[config.mk]
export PLATFORM = sky130hd
export DESIGN_NAME = t01_button_conditioner
export DESIGN_NICKNAME = d
export VERILOG_FILES = /design/src/rtl/t01_button_conditioner.sv
export SDC_FILE = /design/constraint.sdc
export NUM_CORES = 1
export LEC_CHECK = 0
export ABC_CLOCK_PERIOD_IN_PS = 2700
export CAP_MARGIN = 5
export CORE_UTILIZATION = 45
export DETAILED_ROUTE_END_ITERATION = 12
export PLACE_DENSITY = 0.79
export RECOVER_POWER = 100
export SKIP_LAST_GASP = 1
export SYNTH_ARGS = -nofsm -noshare
export SYNTH_HDL_FRONTEND = slang
export SYNTH_SLANG_ARGS = --single-unit
[constraint.sdc]
create_clock -name clk -period 2.7 [get_ports clk]
set_input_delay 0.81 -clock clk [delete_from_list [all_inputs] [get_ports clk]]
set_output_delay 0.81 -clock clk [all_outputs]
set_load 0.05 [all_outputs]
[src/rtl/t01_button_conditioner.sv]
// Per-channel button conditioner: synchronizer, debounce, press/release pulses and auto-repeat.
// Auto-repeat logic is compiled in only when T01_BTN_AUTOREPEAT_EN is defined.
module t01_button_conditioner #(
  parameter int NUM_BTN         = 4,
  parameter int SYNC_STAGES     = 2,
  parameter int DEBOUNCE_CYCLES = 16,
  parameter int REPEAT_DELAY    = 8,
  parameter int REPEAT_PERIOD   = 4
) (
  input  logic               clk,
  input  logic               rst_n,
  input  logic [NUM_BTN-1:0] btn_in,
  output logic [NUM_BTN-1:0] btn_level,
  output logic [NUM_BTN-1:0] btn_press,
  output logic [NUM_BTN-1:0] btn_release,
  output logic [NUM_BTN-1:0] btn_repeat
);

  localparam int DB_W = $clog2(DEBOUNCE_CYCLES + 1);

  if (NUM_BTN < 1 || SYNC_STAGES < 2 || DEBOUNCE_CYCLES < 1 ||
      REPEAT_DELAY < 1 || REPEAT_PERIOD < 1) begin : g_bad_param
    $error("t01_button_conditioner: parameter out of range");
  end

`ifdef T01_BTN_AUTOREPEAT_EN
  localparam int RPT_MAX = (REPEAT_DELAY > REPEAT_PERIOD) ? REPEAT_DELAY : REPEAT_PERIOD;
  localparam int RPT_W   = $clog2(RPT_MAX + 1);

  typedef enum logic [1:0] {
    RPT_IDLE,
    RPT_DELAY,
    RPT_REPEAT
  } rpt_state_e;
`endif

  for (genvar i = 0; i < NUM_BTN; i++) begin : g_ch
    logic [SYNC_STAGES-1:0] sync_q;
    logic                   sync;
    logic [DB_W-1:0]        db_cnt_q;
    logic                   level_q;
    logic                   press_q;
    logic                   release_q;
    logic                   toggle;

    always_ff @(posedge clk or negedge rst_n) begin
      if (!rst_n) begin
        sync_q <= '0;
      end else begin
        // NOTE: non-blocking so each stage captures the previous stage's old value.
        sync_q <= {sync_q[SYNC_STAGES-2:0], btn_in[i]};
      end
    end

    assign sync   = sync_q[SYNC_STAGES-1];
    assign toggle = (sync != level_q) && (db_cnt_q == DB_W'(DEBOUNCE_CYCLES - 1));

    // The pulses are registered on the same edge the level flips, so they line up with it.
    always_ff @(posedge clk or negedge rst_n) begin
      if (!rst_n) begin
        db_cnt_q  <= '0;
        level_q   <= 1'b0;
        press_q   <= 1'b0;
        release_q <= 1'b0;
      end else begin
        press_q   <= toggle & ~level_q;
        release_q <= toggle & level_q;
        if (toggle) begin
          level_q  <= ~level_q;
          db_cnt_q <= '0;
        end else if (sync != level_q) begin
          db_cnt_q <= db_cnt_q + DB_W'(1);
        end else begin
          db_cnt_q <= '0;
        end
      end
    end

    assign btn_level[i]   = level_q;
    assign btn_press[i]   = press_q;
    assign btn_release[i] = release_q;

`ifdef T01_BTN_AUTOREPEAT_EN
    logic             rise;
    logic             fall;
    rpt_state_e       state_q, state_d;
    logic [RPT_W-1:0] rpt_cnt_q, rpt_cnt_d;
    logic             rpt_q, rpt_d;

    assign rise = toggle & ~level_q;
    assign fall = toggle & level_q;

    always_ff @(posedge clk or negedge rst_n) begin
      if (!rst_n) begin
        state_q   <= RPT_IDLE;
        rpt_cnt_q <= '0;
        rpt_q     <= 1'b0;
      end else begin
        state_q   <= state_d;
        rpt_cnt_q <= rpt_cnt_d;
        rpt_q     <= rpt_d;
      end
    end

    // rpt_cnt counts cycles since the press (DELAY) or since the last repeat pulse (REPEAT).
    always_comb begin
      // NOTE: defaults first so no path leaves a signal unassigned and infers a latch.
      state_d   = state_q;
      rpt_cnt_d = rpt_cnt_q;
      rpt_d     = 1'b0;
      if (fall) begin
        state_d   = RPT_IDLE;
        rpt_cnt_d = '0;
      end else begin
        case (state_q)
          RPT_IDLE: begin
            if (rise) begin
              state_d   = RPT_DELAY;
              rpt_cnt_d = '0;
            end
          end
          RPT_DELAY: begin
            if (rpt_cnt_q == RPT_W'(REPEAT_DELAY - 1)) begin
              state_d   = RPT_REPEAT;
              rpt_cnt_d = '0;
              rpt_d     = 1'b1;
            end else begin
              rpt_cnt_d = rpt_cnt_q + RPT_W'(1);
            end
          end
          RPT_REPEAT: begin
            if (rpt_cnt_q == RPT_W'(REPEAT_PERIOD - 1)) begin
              rpt_cnt_d = '0;
              rpt_d     = 1'b1;
            end else begin
              rpt_cnt_d = rpt_cnt_q + RPT_W'(1);
            end
          end
          default: begin
            state_d   = RPT_IDLE;
            rpt_cnt_d = '0;
          end
        endcase
      end
    end

    assign btn_repeat[i] = rpt_q;
`else
    assign btn_repeat[i] = 1'b0;
`endif
  end

endmodule

Word-level counts from Yosys, hierarchy flattened
Index checks and enable logic that the tools add are counted.
Widths: inputs -> output; s select.
Word-level totals
  input port bits: 6
  logic and storage cells: 56
  bits in registers: 40
  output and inout bits: 16
Cells by class
  multiplexer cells: 8
  reductions and logical operators: 4
  eq/ne operators: 8
  bitwise logic cells: 12
  add/subtract/negate cells: 4
Operator list (count)
  $mux 5: 8
  $add 5x1->5 const B: 4
  $eq 5x4->1 const B: 4
  $and 1x1->1: 8
  $logic_and 1x1->1: 4
  $ne 1x1->1: 4
  $not 1->1: 4

Longest topological paths before layout
  word-level depth: 3
  depth in mapped cells: 5
  mapped depth without buffers: 5

Worst setup path after synthesis
No wires, ideal clock.
  path type: register to output
  start: reg g_ch[1].level_q
  end: out btn_level[1]
  path slack: 1.305 ns
  stages on the path, launching flop included: 2
  required time: 1.890 ns
  path buffers: 1
  arrival time: 0.585 ns
  cells stage by stage: dfrtp_1 buf_4
RTL lines
  from (decl): line 41  | logic level_q;
  from (signal assigned): line 69  | level_q <= ~level_q;
  to (decl): line 13  | output logic [NUM_BTN-1:0] btn_level,
No word-level cell between the ends.

Worst setup path after layout
  start: reg g_ch[3].level_q
  end: out btn_level[3]
RTL lines (line)
  from (decl): 41
  from (signal assigned): 69
No word-level cell between the ends.

==> flow_metrics.py <==
metrics = {
    "run_status": {
        "status": "finished clean",
    },
    "critical_path": {
        "critPathLaunchType": "flip-flop",
        "criticalPathCategory": "flip-flop to output port",
        "endpoint_kind": "output port",
        "path_cells": "dlygate4sd3_1",
        "cp-startpoint": "g_ch[3].level_q$_DFFE_PN0P_",
        "crit_family": "buffers and inverters",
        "crit_required_ns": 1.89,
        "worstReg2RegStart": "g_ch[1].db_cnt_q[0]$_DFF_PN0_",
        "critPathMaxFanout": 5,
        "slowest_delay_ns": 0.89,
        "cp_slowest_cell": "dlygate4sd3_1",
        "cp_num_buf_inv": 1,
        "critPathArrivalTime_ns": 1.66,
    },
    "clock_tree": {
        "cts_resized": 0,
        "clk_pin_slew_ns": 0.11,
        "clock-sinks": 40,
        "cts_tree": "built",
        "cts_setup_buffers": 0,
        "htreeDepth": 2,
        "root_buffer": "clkbuf_4",
        "cts_buffers": 5,
        "postCtsHoldBufs": 0,
        "clockBufferDepth": 2,
        "clk_latency_ns": 0.34,
    },
    "power_and_ir_drop": {
        "power.density_nw_per_um2": 559,
        "peakVddDrop_v": 0.000269,
        "total_leakage_power_uw": 0.000934,
    },
    "route": {
        "via_count": 896,
        "dr.first_iter.drc_count": 54,
        "drtAntennaViolNets": 0,
        "wl_per_cell_um": 11.0,
        "dr.pass1.iters": 4,
        "drc": 0,
        "viasPerCell": 4.69,
        "wl_um": 2110,
    },
    "place": {
        "port_buffers": 17,
        "finalWeightedCongestion": 0.660,
        "dp_hpwl_um": 1550,
    },
    "sta": {
        "clock_skew_ns": 0.00571,
        "slew_headroom_pct": 37.6,
        "rsz0062_at_grt": "no",
        "fin_setup_tns_ns": 0,
        "timing.fmax_mhz": 405,
        "final-setup-viol-count": 0,
        "final_max_slew_viol_count": 0,
        "period_share_pct": 91.4,
        "worstMarginPinSlew_ns": 0.937,
        "final.min_clock_period_ns": 2.47,
        "hold_viol": 0,
    },
    "finish": {
        "nNetsFinal": 158,
        "fill_cells": 289,
        "postLayoutCoreUtil_pct": 52.7,
        "antenna_cells": 0,
        "areaGrowthSynthToFinish_pct": 10.7,
        "drive_gt1_share_pct": 6.90,
    },
    "synth": {
        "async_flop_share_pct": 100,
        "synth_area_leader_cell": "dfrtp_1",
        "synth_edf_count": 0,
        "synth_common_cells": "dfrtp_1, nor2_1, buf_4",
        "yosys_warnings": 0,
        "syn_inst": 133,
        "synthesis.area_sq_um": 1610,
        "avgSynthCellArea_sq_um": 12.1,
        "synth_cell_types": 16,
        "synthMostInstantiatedCell": "dfrtp_1",
        "synth_seq_cells": 40,
        "synth_area_leaders": "dfrtp_1, buf_4, ha_1",
        "synth.top_cell.area_share_pct": 62.1,
        "seq_area_frac_synth_pct": 62.1,
        "ys.flop_type": "dfrtp_1",
    },
    "floorplan": {
        "fp.coreArea_sq_um": 3390,
        "start_util_pct": 47.6,
        "rows": 21,
        "chipHeight_um": 61.9,
        "dieArea_sq_um": 3830,
        "ioPinCount": 22,
        "chipWidth_um": 61.9,
    },
    "worst_hold_path": {
        "hold_path.class": "flip-flop to flip-flop",
        "hp-start": "g_ch[1].sync_q[0]$_DFF_PN0_",
    },
    "flow_run": {
        "maxCapViolCount": 0,
    },
    "grt": {
        "antenna_found_initial": 0,
        "grt_max_degree": 41,
        "grt_pass1_wl_um": 3580,
        "gr-total-overflow": 0,
        "first_global_vias": 876,
        "gr-usage-all-layers_pct": 13.9,
    },
}
where the power goes:
part | internal, uW | switching [uW]
logic | 20.1 | 42.1
registers | 619 | 14.6
clock network | 129 | 174
flip-flops by register name, summed over array words and instances (netlist names):
name and cells:
g_ch.db_cnt_q 20, g_ch.press_q 4, g_ch.level_q 4, g_ch.sync_q 8, g_ch.release_q 4
kinds of logic (layout without fill, tap and decap cells):
group / after synthesis / count (layout) / synth area share, %
mux: 3 / 3 / 2.09
fa+ha+maj: 8 / 8 / 6.21
buf+inv: 25 / 34 / 9.54
other cells: 1 / 4 / 0.233
xor+xnor: 12 / 12 / 6.52
compound gates: 1 / 1 / 0.310
simple gates: 43 / 43 / 13.0
flops: 40 / 40 / 62.1
routing by layer:
metal	global-route usage (%)	wire length, um	part of all wire (%)
met5	0	0	0
met4	7.62	50	2.4
met3	6.83	114	5.4
met2	24.1	1100	52
met1	13.6	839	40
through the flow:
| step | total power, uW | instances | hold slack (ns) | setup slack, ns | area (sq um) |
|---|---|---|---|---|---|
| floorplan | 687 | 136 | 0.331 | 1.30 | 1620 |
| global placement | 704 | 183 | 0.339 | 0.692 | 1730 |
| detailed placement | 711 | 183 | 0.340 | 0.657 | 1730 |
| CTS | 1020 | 191 | 0.369 | 0.255 | 1790 |
| global route | 1060 | 191 | 0.377 | 0.130 | 1790 |
| finish | 999 | 191 | 0.365 | 0.231 | 1790 |
area by class of cell:
type	instances	area, sq um	share of cell area, %
clock buffers	8	58.8	3.29
inverters	9	33.8	1.89
multi-input cells	71	469	26.3
flip-flops and latches	40	1000	56.1
well taps	46	57.6	3.22
repair buffers	17	165	9.25
cells in the final DEF (no fill, tap or decap):
cell / instances
clkbuf_8: 1
and3_1: 4
dfrtp_1: 40
and3b_1: 4
o21ai_0: 1
clkbuf_1: 2
clkbuf_2: 1
inv_1: 9
nand3_1: 4
ha_1: 8
clkbuf_4: 5
conb_1: 4
dlygate4sd3_1: 16
mux2_2: 3
nor2_1: 23
nand2_1: 3
xor2_1: 8
xnor2_1: 4
nor3b_1: 1
nand2b_1: 4
final timing paths:
path | to | slack (ns) | cells after the start
setup / recovery | btn_level[3] | 0.23 | 1
hold / removal | g_ch[1].sync_q[1]$_DFF_PN0_ | 0.36 | 0
setup reg to reg | g_ch[1].db_cnt_q[3]$_DFF_PN0_ | 1.21 | 5
hold reg to reg | g_ch[1].sync_q[1]$_DFF_PN0_ | 0.36 | 0
max in group asynchronous | g_ch[0].sync_q[0]$_DFF_PN0_ | 1.53 | 1
min in group asynchronous | g_ch[2].press_q$_DFF_PN0_ | 0.59 | 1
Note: power is estimated with default switching activity, not from simulation.
